### src/rtl/percept_pkg.sv
// percept_pkg: shared definitions for the perceptron command path.
//   PKT_BYTES        bytes per command packet (address, opcode, data)
//   ADDR_W           percept address width, also used by percept_bank
//   CLK_PER_BIT_DEF  default UART bit period in clk cycles (50 MHz / 115200)
//   TIMEOUT_BITS_DEF default inter-byte idle allowance in bit periods
//   byte_state_t     UART byte framer states
//   pkt_state_t      packet framer states (which byte is expected next)
package percept_pkg;

  localparam int PKT_BYTES        = 3;
  localparam int ADDR_W           = 8;
  localparam int CLK_PER_BIT_DEF  = 434;
  localparam int TIMEOUT_BITS_DEF = 20;

  typedef enum logic [2:0] {
    B_IDLE,
    B_START,
    B_DATA,
    B_STOP,
    B_WAIT_HIGH
  } byte_state_t;

  typedef enum logic [1:0] {
    P_ADDR,
    P_OP,
    P_DATA
  } pkt_state_t;

  // Next expected byte slot after a good byte; wraps after the last slot.
  function automatic pkt_state_t pkt_advance(input pkt_state_t s);
    case (s)
      P_ADDR:  return P_OP;
      P_OP:    return P_DATA;
      default: return P_ADDR;
    endcase
  endfunction

endpackage

### src/rtl/uart_rx_byte.sv
// uart_rx_byte: 2-flop synchroniser plus 8N1 byte framer.
//   clk, nRst   system clock, synchronous active-low reset
//   rx          raw serial input (idle high, LSB first)
//   rx_byte     last assembled byte, stable while byte_valid is high
//   byte_valid  one-cycle strobe, cycle after a good stop-bit sample
//   frame_err   one-cycle strobe, cycle after a low stop-bit sample
//   idle        framer is waiting for a start bit
//
// state       | meaning
// B_IDLE      | line idle, waiting for rx_s low
// B_START     | half a bit in, confirming the start bit
// B_DATA      | sampling 8 data bits at bit centres
// B_STOP      | sampling the stop bit
// B_WAIT_HIGH | bad stop bit seen, waiting for the line to return high
module uart_rx_byte
  import percept_pkg::*;
#(
  parameter int CLK_PER_BIT = CLK_PER_BIT_DEF
) (
  input  logic       clk,
  input  logic       nRst,
  input  logic       rx,
  output logic [7:0] rx_byte,
  output logic       byte_valid,
  output logic       frame_err,
  output logic       idle
);

  localparam int CW = $clog2(CLK_PER_BIT);
  localparam logic [CW-1:0] HALF_TC = CW'(CLK_PER_BIT / 2 - 1);
  localparam logic [CW-1:0] FULL_TC = CW'(CLK_PER_BIT - 1);

  logic          rx_m, rx_s;
  byte_state_t   state, state_nxt;
  logic [CW-1:0] cnt, cnt_nxt;
  logic [2:0]    bit_idx, bit_idx_nxt;
  logic [7:0]    shreg, shreg_nxt;
  logic          bv_nxt, fe_nxt;

  always_ff @(posedge clk) begin
    if (!nRst) begin
      rx_m <= 1'b1;
      rx_s <= 1'b1;
    end else begin
      rx_m <= rx;
      rx_s <= rx_m;
    end
  end

  always_ff @(posedge clk) begin
    if (!nRst) begin
      state      <= B_IDLE;
      cnt        <= '0;
      bit_idx    <= '0;
      shreg      <= '0;
      byte_valid <= 1'b0;
      frame_err  <= 1'b0;
    end else begin
      state      <= state_nxt;
      cnt        <= cnt_nxt;
      bit_idx    <= bit_idx_nxt;
      shreg      <= shreg_nxt;
      byte_valid <= bv_nxt;
      frame_err  <= fe_nxt;
    end
  end

  always_comb begin
    state_nxt   = state;
    cnt_nxt     = cnt + CW'(1);
    bit_idx_nxt = bit_idx;
    shreg_nxt   = shreg;
    bv_nxt      = 1'b0;
    fe_nxt      = 1'b0;
    case (state)
      B_IDLE: begin
        cnt_nxt = '0;
        if (!rx_s) state_nxt = B_START;
      end
      B_START: begin
        if (cnt == HALF_TC) begin
          cnt_nxt     = '0;
          bit_idx_nxt = '0;
          // a start bit that has gone high again by mid-bit is a glitch
          state_nxt   = rx_s ? B_IDLE : B_DATA;
        end
      end
      B_DATA: begin
        if (cnt == FULL_TC) begin
          cnt_nxt     = '0;
          shreg_nxt   = {rx_s, shreg[7:1]};
          bit_idx_nxt = bit_idx + 3'd1;
          if (bit_idx == 3'd7) state_nxt = B_STOP;
        end
      end
      B_STOP: begin
        if (cnt == FULL_TC) begin
          cnt_nxt = '0;
          if (rx_s) begin
            bv_nxt    = 1'b1;
            state_nxt = B_IDLE;
          end else begin
            fe_nxt    = 1'b1;
            state_nxt = B_WAIT_HIGH;
          end
        end
      end
      B_WAIT_HIGH: begin
        // a held-low break must not be taken as a new start bit
        cnt_nxt = '0;
        if (rx_s) state_nxt = B_IDLE;
      end
      default: begin
        cnt_nxt   = '0;
        state_nxt = B_IDLE;
      end
    endcase
  end

  assign rx_byte = shreg;
  assign idle    = (state == B_IDLE);

endmodule

### src/rtl/percept_cmd_rx.sv
// percept_cmd_rx: frames UART bytes into 3-byte command packets for the
// perceptron bank and flags framing errors and inter-byte timeouts.
//   clk, nRst   system clock, synchronous active-low reset
//   rx          shared UART serial input
//   cmd_valid   one-cycle strobe, packet on cmd_addr/cmd_op/cmd_data
//   cmd_addr    target percept address (byte 0), held until next packet
//   cmd_op      opcode (byte 1), held until next packet
//   cmd_data    operand (byte 2), held until next packet
//   byte_valid  one-cycle strobe per correctly framed byte
//   frame_err   one-cycle strobe, stop bit sampled low
//   timeout     one-cycle strobe, partial packet abandoned
//
// state  | meaning
// P_ADDR | expecting address byte (no packet in progress)
// P_OP   | address staged, expecting opcode
// P_DATA | address and opcode staged, expecting operand
module percept_cmd_rx
  import percept_pkg::*;
#(
  parameter int CLK_PER_BIT  = CLK_PER_BIT_DEF,
  parameter int TIMEOUT_BITS = TIMEOUT_BITS_DEF
) (
  input  logic              clk,
  input  logic              nRst,
  input  logic              rx,
  output logic              cmd_valid,
  output logic [ADDR_W-1:0] cmd_addr,
  output logic [7:0]        cmd_op,
  output logic [7:0]        cmd_data,
  output logic              byte_valid,
  output logic              frame_err,
  output logic              timeout
);

  localparam int TO_LIM = TIMEOUT_BITS * CLK_PER_BIT;
  localparam int TW     = $clog2(TO_LIM + 1);
  localparam logic [TW-1:0] TO_TC    = TW'(TO_LIM);
  localparam logic [TW-1:0] TO_TC_M1 = TW'(TO_LIM - 1);

  logic [7:0]        rx_byte;
  logic              bv, fe, idle;
  pkt_state_t        pkt_state, pkt_nxt;
  logic [ADDR_W-1:0] addr_stage, cmd_addr_q;
  logic [7:0]        op_stage, cmd_op_q, cmd_data_q;
  logic [TW-1:0]     to_cnt;
  logic              to_run, to_hit, timeout_q, cmd_fire;

  uart_rx_byte #(.CLK_PER_BIT(CLK_PER_BIT)) u_rx (
    .clk        (clk),
    .nRst       (nRst),
    .rx         (rx),
    .rx_byte    (rx_byte),
    .byte_valid (bv),
    .frame_err  (fe),
    .idle       (idle)
  );

  // Only idle line time inside a packet counts; any byte activity restarts it.
  assign to_run = (pkt_state != P_ADDR) && idle && !bv;
  assign to_hit = to_run && (to_cnt == TO_TC_M1);

  always_ff @(posedge clk) begin
    if (!nRst) begin
      to_cnt    <= '0;
      timeout_q <= 1'b0;
    end else begin
      timeout_q <= to_hit;
      if (!to_run)              to_cnt <= '0;
      else if (to_cnt != TO_TC) to_cnt <= to_cnt + TW'(1);
    end
  end

  always_comb begin
    pkt_nxt  = pkt_state;
    cmd_fire = 1'b0;
    if (fe) begin
      pkt_nxt = P_ADDR;
    end else if (bv) begin
      pkt_nxt  = pkt_advance(pkt_state);
      cmd_fire = (pkt_state == P_DATA);
    end else if (to_hit) begin
      pkt_nxt = P_ADDR;
    end
  end

  always_ff @(posedge clk) begin
    if (!nRst) begin
      pkt_state  <= P_ADDR;
      addr_stage <= '0;
      op_stage   <= '0;
      cmd_addr_q <= '0;
      cmd_op_q   <= '0;
      cmd_data_q <= '0;
    end else begin
      pkt_state <= pkt_nxt;
      if (bv && pkt_state == P_ADDR) addr_stage <= rx_byte;
      if (bv && pkt_state == P_OP)   op_stage   <= rx_byte;
      if (cmd_fire) begin
        cmd_addr_q <= addr_stage;
        cmd_op_q   <= op_stage;
        cmd_data_q <= rx_byte;
      end
    end
  end

  // Fields are bypassed during the strobe so they are valid in the same
  // cycle as cmd_valid, then held from the registers afterwards.
  assign cmd_valid  = cmd_fire;
  assign cmd_addr   = cmd_fire ? addr_stage : cmd_addr_q;
  assign cmd_op     = cmd_fire ? op_stage   : cmd_op_q;
  assign cmd_data   = cmd_fire ? rx_byte    : cmd_data_q;
  assign byte_valid = bv;
  assign frame_err  = fe;
  assign timeout    = timeout_q;

endmodule

### config.mk
export PLATFORM = sky130hd
export DESIGN_NAME = percept_cmd_rx
export DESIGN_NICKNAME = d
export VERILOG_FILES = /design/src/rtl/percept_pkg.sv /design/src/rtl/uart_rx_byte.sv /design/src/rtl/percept_cmd_rx.sv
export SDC_FILE = /design/constraint.sdc
export NUM_CORES = 1
export LEC_CHECK = 0
export ABC_AREA = 1
export BUFFER_PORTS_ARGS = -buffer_cell sky130_fd_sc_hd__buf_2
export CAP_MARGIN = 20
export CELL_PAD_IN_SITES_DETAIL_PLACEMENT = 1
export CELL_PAD_IN_SITES_GLOBAL_PLACEMENT = 1
export CORE_UTILIZATION = 43
export CTS_CLUSTER_DIAMETER = 150
export DETAILED_ROUTE_END_ITERATION = 7
export PLACE_DENSITY_LB_ADDON = 0.1
export SETUP_SLACK_MARGIN = 0.02
export SYNTH_ARGS = -nofsm -noshare
export SYNTH_HDL_FRONTEND = slang
export SYNTH_SLANG_ARGS = --single-unit
### constraint.sdc
create_clock -name clk -period 1.6 [get_ports clk]
set_input_delay 0.32 -clock clk [delete_from_list [all_inputs] [get_ports clk]]
set_output_delay 0.32 -clock clk [all_outputs]
set_load 0.01 [all_outputs]
==> results.tsv, run 1 <==
metric	value	unit
clock_skew	0.0141	ns
powerDensity	1040	mW/mm^2
hold_violations	0	
drt_iter0_drc	110	
r2r_start	pkt_state[0]	
holdPathStages	2	
clk_latency	0.36	ns
fillCellCount	1024	
dr.pass1.iters	4	
design.die.area	0.00878	sq mm
grtUsageTotal	20.6	%
layout.cells.most_common	dfxtp_1	
worst_pin_slew	0.603	ns
peakVddDrop	581	uV
met1_usage	26.8	%
slew_viol_final	0	
fin_setup_tns	-8.18	ns
routed_wl	9680	um
vias_per_cell	4.98	
syn_nets	488	
cts_buffers	9	
grt_pass1_vias	3063	
fmax	507	MHz
syn_area	0.00361	sq mm
cts-root-buf	clkbuf_8	
finalWeightedCongestion	0.779	
min_to	u_rx.rx_m	
worst_ep_arrival_time	1.65	ns
cp_max_fo	7	
fin_util	56.2	%
setup_slack	-0.374	ns
ys_seq_elements	84	
cp-start-kind	flip-flop	
reg2regPathDepth	9	
ff2ff_setup_slack	0.03	ns
dp_hpwl	5880	um
grt_max_degree	27	
clk_pin_slew	0.10	ns
final_layout_size_suffix_gt1_share	30.0	%
max-clock-path-buffers	2	
core_area	0.00818	sq mm
rows	33	
post-route-drc-count	0	
finalCritPeriodShare	123	%
htreeDepth	3	
status	complete, but fails checks	
final_cell_mix	78 x dfxtp_1, 65 x inv_1, 58 x nor2_1, 57 x nand2_1, 39 x a21oi_1	
area_growth	27.1	%
cts.sinks	84	
violations	negative setup slack	
ios	31	
hp-class	input pin to flip-flop	
start_util	44.2	%
met2_usage	34.0	%
yosysSeqAreaShare	46.5	%
max_slew_margin	59.5	%
ant_nets	0	
finalSetupViolCount	25	
busiest_layer	met2	
critical_path_class	flip-flop to output port	
diodes	0	
cellLeakagePower	2.05	nW
die_w	93.7	um
rsz0062_at_grt	true	
grt.overflow.total	0	
gr-usage-met3	3.40	%
port-buffer-count	30	
yosysWarnings	0	
final_nets	545	
cts_tree	yes	
fin_hold_ws	0.142	ns
maxCapViolCount	0	
wl_per_cell	15.0	um
period_needed	1.97	ns
die_height	93.7	um
r2r-end	to_cnt[11]	
antenna_found_initial	0	
avgSynthCellArea	7.56	sq um
syn_inst	478	
synth_cell_type_count	29	
end_kind	output port	
min_from	rx	
cp.required	1.28	ns
grt_pass1_wl	14100	um
vias	3209	
==> metal layers <==
| metal | share of wire [%] | vias to the layer above |
|---|---|---|
| li1 | - | 1617 |
| met1 | 48 | 1539 |
| met2 | 48 | 40 |
| met3 | 2.2 | 13 |
| met4 | 1.4 | 0 |
| met5 | 0 | - |
==> cells in the mapped netlist, drive strengths merged <==
cell type / number / area share (%)
a21oi: 39 / 5.4
nand4: 6 / 1.2
o21a: 1 / 0.21
buf: 6 / 0.83
nor3: 10 / 1.7
o21ai: 50 / 6.9
dfxtp: 84 / 47
inv: 74 / 7.8
or2: 28 / 4.8
nand2: 65 / 7.4
nand3b: 2 / 0.42
xor2: 6 / 1.5
nand3: 20 / 2.9
xnor2: 4 / 0.97
ha: 7 / 2.4
nor2: 68 / 8.2
clkbuf: 8 / 0.83
==> timing repair <==
item	in CTS	in global routing
pin swaps	0	3
endpoints found under the setup margin	24	50
buffers inserted	0	13
hold buffers	0	0
resized for setup	35	60
gates cloned	0	3
==> registers in the layout, indices dropped and copies added (netlist names), 2 cells and up <==
register / cells
u_rx.bit_idx: 3
addr_stage: 8
to_cnt: 14
op_stage: 8
cmd_addr_q: 8
pkt_state: 2
u_rx.cnt: 9
cmd_op_q: 8
u_rx.state: 3
u_rx.rx_byte: 8
cmd_data_q: 8
==> critical path, cell delays in order, from the launching register on <==
cell and delay (ns):
dfxtp_2 0.36, inv_2 0.06, nand4_4 0.10, clkinv_4 0.10
buf_12 0.15, or2_4 0.23, o21ai_2 0.08, inv_1 0.08
buf_2 0.14
==> power by group <==
group          leakage (nW)  internal [mW]  total (mW)  switching [mW]
Clock                0.0939          0.740        1.59           0.854
Sequential            0.681           2.16        2.23          0.0646
Combinational          1.27          0.305       0.938           0.633
==> layout make-up <==
class                      instances  area (sq um)  area share (%)
sequential                        84          1690            36.8
tap                              105           131            2.86
timing repair buffer              60           468            10.2
clock buffer                      10           128            2.78
inverter                          74           288            6.26
clock inverter                     6          71.3            1.55
multi-input combinational        306          1820            39.6
==> through the flow <==
step	std cells	worst slack, ns	power (mW)	instance area [sq um]
after CTS	629	-0.315	4.70	4230
after global routing	645	-0.422	4.99	4600
final	645	-0.374	4.76	4600
after global placement	613	0.0652	3.09	3950
after floorplan	478	0.0486	2.96	3610
after detailed placement	613	0.0273	3.14	3950
==> how the worst max path moves through the flow <==
stage	startpoint	to	slack, ns
5_1_grt	pkt_state[0]	cmd_addr[7]	-0.42
4_1_cts	u_rx.frame_err	cmd_data[2]	-0.31
2_1_floorplan	u_rx.frame_err	cmd_addr[1]	0.05
6_report	pkt_state[0]	cmd_addr[7]	-0.37
3_3_place_gp	u_rx.frame_err	cmd_data[4]	0.07
3_5_place_dp	pkt_state[0]	cmd_data[7]	0.03
==> logic make-up (layout without fill, tap and decap cells) <==
group | after synthesis | after routing | share of synthesized area (%)
buffers and inverters | 88 | 150 | 9.42
AND/OR/NAND/NOR | 199 | 199 | 26.7
adder cells (fa/ha/maj) | 7 | 7 | 2.42
flip-flops | 84 | 84 | 46.5
AO/OA/AOI/OAI | 90 | 90 | 12.5
XOR/XNOR | 10 | 10 | 2.42
(Power assumes the default switching activity.)
==> inputs of run 2 (changes only) <==
--- a/config.mk
+++ b/config.mk
@@ -10,7 +10,7 @@
 export CAP_MARGIN = 20
 export CELL_PAD_IN_SITES_DETAIL_PLACEMENT = 1
 export CELL_PAD_IN_SITES_GLOBAL_PLACEMENT = 1
-export CORE_UTILIZATION = 43
+export CORE_UTILIZATION = 37
 export CTS_CLUSTER_DIAMETER = 150
 export DETAILED_ROUTE_END_ITERATION = 7
 export PLACE_DENSITY_LB_ADDON = 0.1
==> run 2 against run 1 <==
- the flow still finishes with violations (negative setup slack)
- clock skew up 0.0067 ns
- sequential share of layout area down 1.6 points
- utilization down 5.0 points
- non-clock buffer count up 29
- worst hold slack worse by 0.0023 ns
- combinational power down 4.1%
- sequential power about the same
- via count up 3.8%
- maximum frequency up 4.1%
- die area up 16%
- first-iteration DRC count down 58%
- critical endpoint is now cmd_addr_q[3]
==> results.tsv, run 2 (synthesis results as in run 1) <==
metric	value	unit	change
holdPathStages	2		unchanged
final_layout_size_suffix_gt1_share	34.1	%	was 30.0%
port-buffer-count	30		unchanged
wl_per_cell	14.3	um	was 15.0 um
crit_chain	inv_2 > nand4_4 > inv_6 > buf_6 > or2_4 > o21ai_2 > buf_4 > buf_6 > buf_6 > buf_6 > buf_6 > buf_6 > buf_6 > nor2_1		was inv_2 > nand4_4 > clkinv_4 > buf_12 > or2_4 > o21ai_2 > inv_1 > buf_2
grt.overflow.total	0		unchanged
critical_path_class	flip-flop to flip-flop		was flip-flop to output port
crit_cells	14		was 8
diodes	0		unchanged
violations	negative setup slack		unchanged
powerDensity	980	mW/mm^2	was 1040 mW/mm^2
period_needed	1.90	ns	was 1.97 ns
routed_wl	9970	um	was 9680 um
htreeDepth	3		unchanged
ant_nets	0		unchanged
cp_slowest_stage_delay	0.33	ns	was 0.36 ns
cp_max_fo	6		was 7
hold_violations	0		unchanged
final_cell_mix	77 x dfxtp_1, 64 x inv_1, 59 x nor2_1, 55 x nand2_1, 42 x buf_4		was 78 x dfxtp_1, 65 x inv_1, 58 x nor2_1, 57 x nand2_1, 39 x a21oi_1
ios	31		unchanged
vias_per_cell	4.77		was 4.98
antenna_found_initial	0		unchanged
peakVddDrop	467	uV	was 581 uV
dp_hpwl	6240	um	was 5880 um
hp-class	input pin to flip-flop		unchanged
worst_ep_arrival_time	2.20	ns	was 1.65 ns
cellLeakagePower	2.18	nW	was 2.05 nW
cp_slowest_cell	dfxtp_2		unchanged
finalSetupViolCount	26		was 25
grt_pass1_wl	16200	um	was 14,100 um
cts.sinks	84		unchanged
design.die.area	0.0102	sq mm	was 0.00878 sq mm
rows	35		was 33
final_nets	574		was 545
max-clock-path-buffers	2		unchanged
placedCellCount	644		was 613
start_util	38.6	%	was 44.2%
regMostFlops	to_cnt		unchanged
die_w	101	um	was 93.7 um
dp_slack	-0.0416	ns	was 0.0273 ns
cp-start-kind	flip-flop		unchanged
finalWeightedCongestion	0.743		was 0.779
layout.cells.most_common	dfxtp_1		unchanged
max_slew_margin	77.1	%	was 59.5%
cp_num_buf_inv	10		was 5
fmax	528	MHz	was 507 MHz
vias	3331		was 3,209
largest_reg_flops	14		unchanged
clk_pin_slew	0.11	ns	was 0.10 ns
core_area	0.00937	sq mm	was 0.00818 sq mm
area_growth	32.9	%	was 27.1%
maxCapViolCount	0		unchanged
p_total	4.71	mW	was 4.76 mW
finalCritPeriodShare	118	%	was 123%
setup_slack	-0.296	ns	was -0.374 ns
cpMostUsedCell	buf_6		
cp.required	1.91	ns	was 1.28 ns
end_kind	flip-flop		was output port
grt_max_degree	25		was 27
grt_pass1_vias	3417		was 3,063
clk_latency	0.38	ns	was 0.36 ns
post-route-drc-count	0		unchanged
reg2regPathDepth	14		was 9
grtUsageTotal	20.8	%	was 20.6%
largestRegisters	to_cnt x14, u_rx.cnt x9		unchanged
cts_buffers	9		unchanged
drt_iter0_drc	46		was 110
die_height	101	um	was 93.7 um
slew_viol_final	0		unchanged
rsz0062_at_grt	true		unchanged
final_cells	698		was 645
status	complete, but fails checks		unchanged
dr.pass1.iters	4		unchanged
crit_family	buffers and inverters		unchanged
worst_pin_slew	0.340	ns	was 0.603 ns
cts_tree	yes		unchanged
clock_skew	0.0208	ns	was 0.0141 ns
cts-root-buf	clkbuf_8		unchanged
==> run 2: cell count changes in the layout (fill, tap and decap cells not counted), moves of 3 or more <==
cell / change
buf_6: +14
o21ai_0: +3
buf_4: +19
buf_12: -3
o21ai_1: -3
==> run 2: final cells by class <==
type                       instances  area, sq um
fill                            1197         4570
multi-input combinational        306         1800
sequential                        84         1690
timing repair buffer              89          663
inverter                          74          288
tap                              129          161
clock buffer                      10          128
clock inverter                     6         72.6
==> run 2: final timing paths <==
path | startpoint | slack [ns] | end
setup reg to reg | u_rx.frame_err | -0.30 | cmd_addr_q[3]
hold / removal | rx | 0.14 | u_rx.rx_m
hold reg to reg | u_rx.rx_m | 0.45 | u_rx.rx_s
setup / recovery | u_rx.frame_err | -0.30 | cmd_addr_q[3]
==> run 2: through the flow <==
| step | utilization [%] | area (sq um) | TNS, ns | hold WS, ns |
|---|---|---|---|---|
| after floorplan | - | 3610 | 0 | 0.393 |
| after CTS | 50.5 | 4730 | -6.05 | 0.130 |
| final | 51.3 | 4800 | -6.61 | 0.140 |
| after detailed placement | 42.9 | 4020 | -0.278 | 0.429 |
| after global placement | 42.9 | 4020 | 0 | 0.398 |
| after global routing | 51.3 | 4800 | -8.58 | 0.121 |
==> run 2: layer usage <==
layer / part of all wire (%) / up-vias / routed length [um] / global-route usage, %
li1: - / 1670 / - / -
met1: 46 / 1613 / 4540 / 25.0
met2: 51 / 34 / 5050 / 36.9
met3: 2.0 / 14 / 197 / 3.47
met4: 1.8 / 0 / 182 / 8.14
met5: 0 / - / 0 / 0
==> run 2: timing repair <==
item / in CTS / in global routing
setup buffers: 35 / 1
endpoints found under the setup margin: 25 / 42
hold buffers: 0 / 0
pin swaps: 1 / 3
gates resized for setup: 86 / 19
gates cloned: 2 / 0
==> run 2: power breakdown <==
group	total (mW)	switching [mW]	leakage (nW)	internal, mW
sequential	2.22	0.0568	0.681	2.16
combinational	0.900	0.598	1.40	0.302
clock	1.59	0.850	0.0975	0.740
total	4.71	1.50	2.18	3.20
==> inputs of run 3 (changes only) <==
--- a/config.mk
+++ b/config.mk
@@ -10,6 +10,7 @@
 export CAP_MARGIN = 20
 export CELL_PAD_IN_SITES_DETAIL_PLACEMENT = 1
 export CELL_PAD_IN_SITES_GLOBAL_PLACEMENT = 1
+export CORE_ASPECT_RATIO = 0.75
 export CORE_UTILIZATION = 37
 export CTS_CLUSTER_DIAMETER = 150
 export DETAILED_ROUTE_END_ITERATION = 7
==> run 3 against run 2 <==
- the flow still finishes with violations (negative setup slack)
- first-iteration DRC count rose to 2.5 times the previous value
- clock-buffer cell count did not move
- utilization up 1.6 points
- power rose by 9.8%
- die area about the same
- global-route usage is 0.12 points higher
- maximum frequency is 1.1% lower
- combinational power shrank 0.8%
- sequential cell count stayed put
- sequential power about the same
- wire length decreased by 1.0%
- critical path type is now flip-flop to output port
- largest cell class unchanged
- largest power group unchanged
==> results.tsv, run 3 (synthesis results as in run 1) <==
metric	value	unit	change
cp.required	1.28	ns	was 1.91 ns
vias	3289		was 3,331
drt_iter0_drc	116		was 46
design.die.area	0.0102	sq mm	about the same
fmax	522	MHz	was 528 MHz
regMostFlops	to_cnt		unchanged
dp_hpwl	6050	um	was 6240 um
rsz0062_at_grt	true		unchanged
worst_ep_arrival_time	1.60	ns	was 2.20 ns
ios	31		unchanged
core_area	0.00927	sq mm	was 0.00937 sq mm
finalWeightedCongestion	0.749		was 0.743
ff2ff_setup_slack	-0.09	ns	was -0.30 ns
max_slew_margin	74.7	%	was 77.1%
fin_hold_ws	0.174	ns	was 0.140 ns
final_layout_size_suffix_gt1_share	33.7	%	was 34.1%
endpoint	cmd_op[4]		was cmd_addr_q[3]
routed_wl	9870	um	was 9970 um
grt.overflow.total	0		unchanged
grt_pass1_wl	16100	um	was 16,200 um
wl_per_cell	14.2	um	was 14.3 um
grtUsageTotal	20.9	%	was 20.8%
finalSetupViolCount	27		was 26
critical_path_class	flip-flop to output port		was flip-flop to flip-flop
peakVddDrop	587	uV	was 467 uV
port-buffer-count	30		unchanged
violations	negative setup slack		unchanged
cp-start-kind	flip-flop		unchanged
cellLeakagePower	2.25	nW	was 2.18 nW
start_util	39.0	%	was 38.6%
cp_max_fo	12		was 6
post-route-drc-count	0		unchanged
final_cell_mix	76 x dfxtp_1, 64 x inv_1, 60 x nor2_1, 57 x nand2_1, 47 x buf_4		was 77 x dfxtp_1, 64 x inv_1, 59 x nor2_1, 55 x nand2_1, 42 x buf_4
cts.sinks	84		unchanged
grt_pass1_vias	3280		was 3,417
setup_slack	-0.317	ns	was -0.296 ns
period_needed	1.92	ns	was 1.90 ns
r2r-end	cmd_op_q[2]		was cmd_addr_q[3]
fin_setup_tns	-6.53	ns	was -6.61 ns
vias_per_cell	4.72		was 4.77
hold_violations	0		unchanged
clk_pin_slew	0.06	ns	was 0.11 ns
rows	30		was 35
ant_nets	0		unchanged
die_height	87.6	um	was 101 um
status	complete, but fails checks		unchanged
antenna_found_initial	0		unchanged
reg2regPathDepth	12		was 14
largest_reg_flops	14		unchanged
slew_viol_final	0		unchanged
hp-class	input pin to flip-flop		unchanged
largestRegisters	to_cnt x14, u_rx.cnt x9		unchanged
clock_skew	0.00613	ns	was 0.0208 ns
maxCapViolCount	0		unchanged
worst_pin_slew	0.377	ns	was 0.340 ns
final_nets	575		was 574
cts_tree	yes		unchanged
crit_start	u_rx.frame_err		unchanged
dr.pass1.iters	4		unchanged
layout.cells.most_common	dfxtp_1		unchanged
end_kind	output port		was flip-flop
max-clock-path-buffers	2		unchanged
finalCritPeriodShare	120	%	was 118%
fillCellCount	1151		was 1,197
die_w	116	um	was 101 um
r2r_start	u_rx.frame_err		unchanged
diodes	0		unchanged
powerDensity	1060	mW/mm^2	was 980 mW/mm^2
htreeDepth	3		unchanged
grt_max_degree	25		unchanged
cts_buffers	9		unchanged
cts-root-buf	clkbuf_16		was clkbuf_8
clk_latency	0.33	ns	was 0.38 ns
p_total	5.17	mW	was 4.71 mW
area_growth	35.4	%	was 32.9%
## run 3: how the worst min path moves through the flow
stage	from	to	slack (ns)	depth (start not counted)
after floorplan	u_rx.rx_m	u_rx.rx_s	0.39	1
after global placement	u_rx.rx_m	u_rx.rx_s	0.40	1
after detailed placement	u_rx.rx_m	u_rx.rx_s	0.40	1
after CTS	rx	u_rx.rx_m	0.16	2
after global routing	rx	u_rx.rx_m	0.16	2
final	rx	u_rx.rx_m	0.17	2
## run 3: layout make-up
type                    instances  area, sq um  area share, %
inverters                      74          288           5.88
multi-input cells             306         1750           35.8
clock buffers                  10          239           4.88
repair buffers                 90          713           14.6
well taps                     128          160           3.27
flip-flops and latches         84         1690           34.6
clock inverters                 5         52.6           1.07
## run 3: timing repair
action	in CTS	in global routing
endpoints found under the hold margin	0	0
hold buffers	0	0
endpoints found under the setup margin	24	51
setup buffers	31	4
gates resized for setup	71	14
cloned	2	1
pin swaps	2	3
## run 3: worst max-delay path, stage by stage, from the launching register on
cell and delay [ns]:
dfxtp_2 0.34, inv_2 0.05, nand4_4 0.10, inv_6 0.07, buf_16 0.14, or2_2 0.28
o21ai_2 0.07, inv_1 0.07, buf_2 0.14
## run 3: per-layer routing
metal	vias to the layer above	share of wire, %	GRT usage (%)
met5	-	0	0
met4	0	1.2	6.99
met3	9	2.7	4.57
met2	46	46	33.6
met1	1555	50	27.9
li1	1679	-	-
## run 3: power breakdown
part	internal (mW)	switching, mW
combinational	0.298	0.595
clock	1.23	0.819
sequential	2.16	0.0593
## run 3: metrics by stage
| stage | area, sq um | std cells | setup WS (ns) | utilization, % |
|---|---|---|---|---|
| global placement | 4040 | 644 | 0.0275 | 43.6 |
| global route | 4900 | 697 | -0.384 | 52.8 |
| CTS | 4800 | 692 | -0.287 | 51.8 |
| detailed placement | 4040 | 644 | -0.0164 | 43.6 |
| finish | 4900 | 697 | -0.317 | 52.8 |
| floorplan | 3610 | 478 | 0.0486 | - |
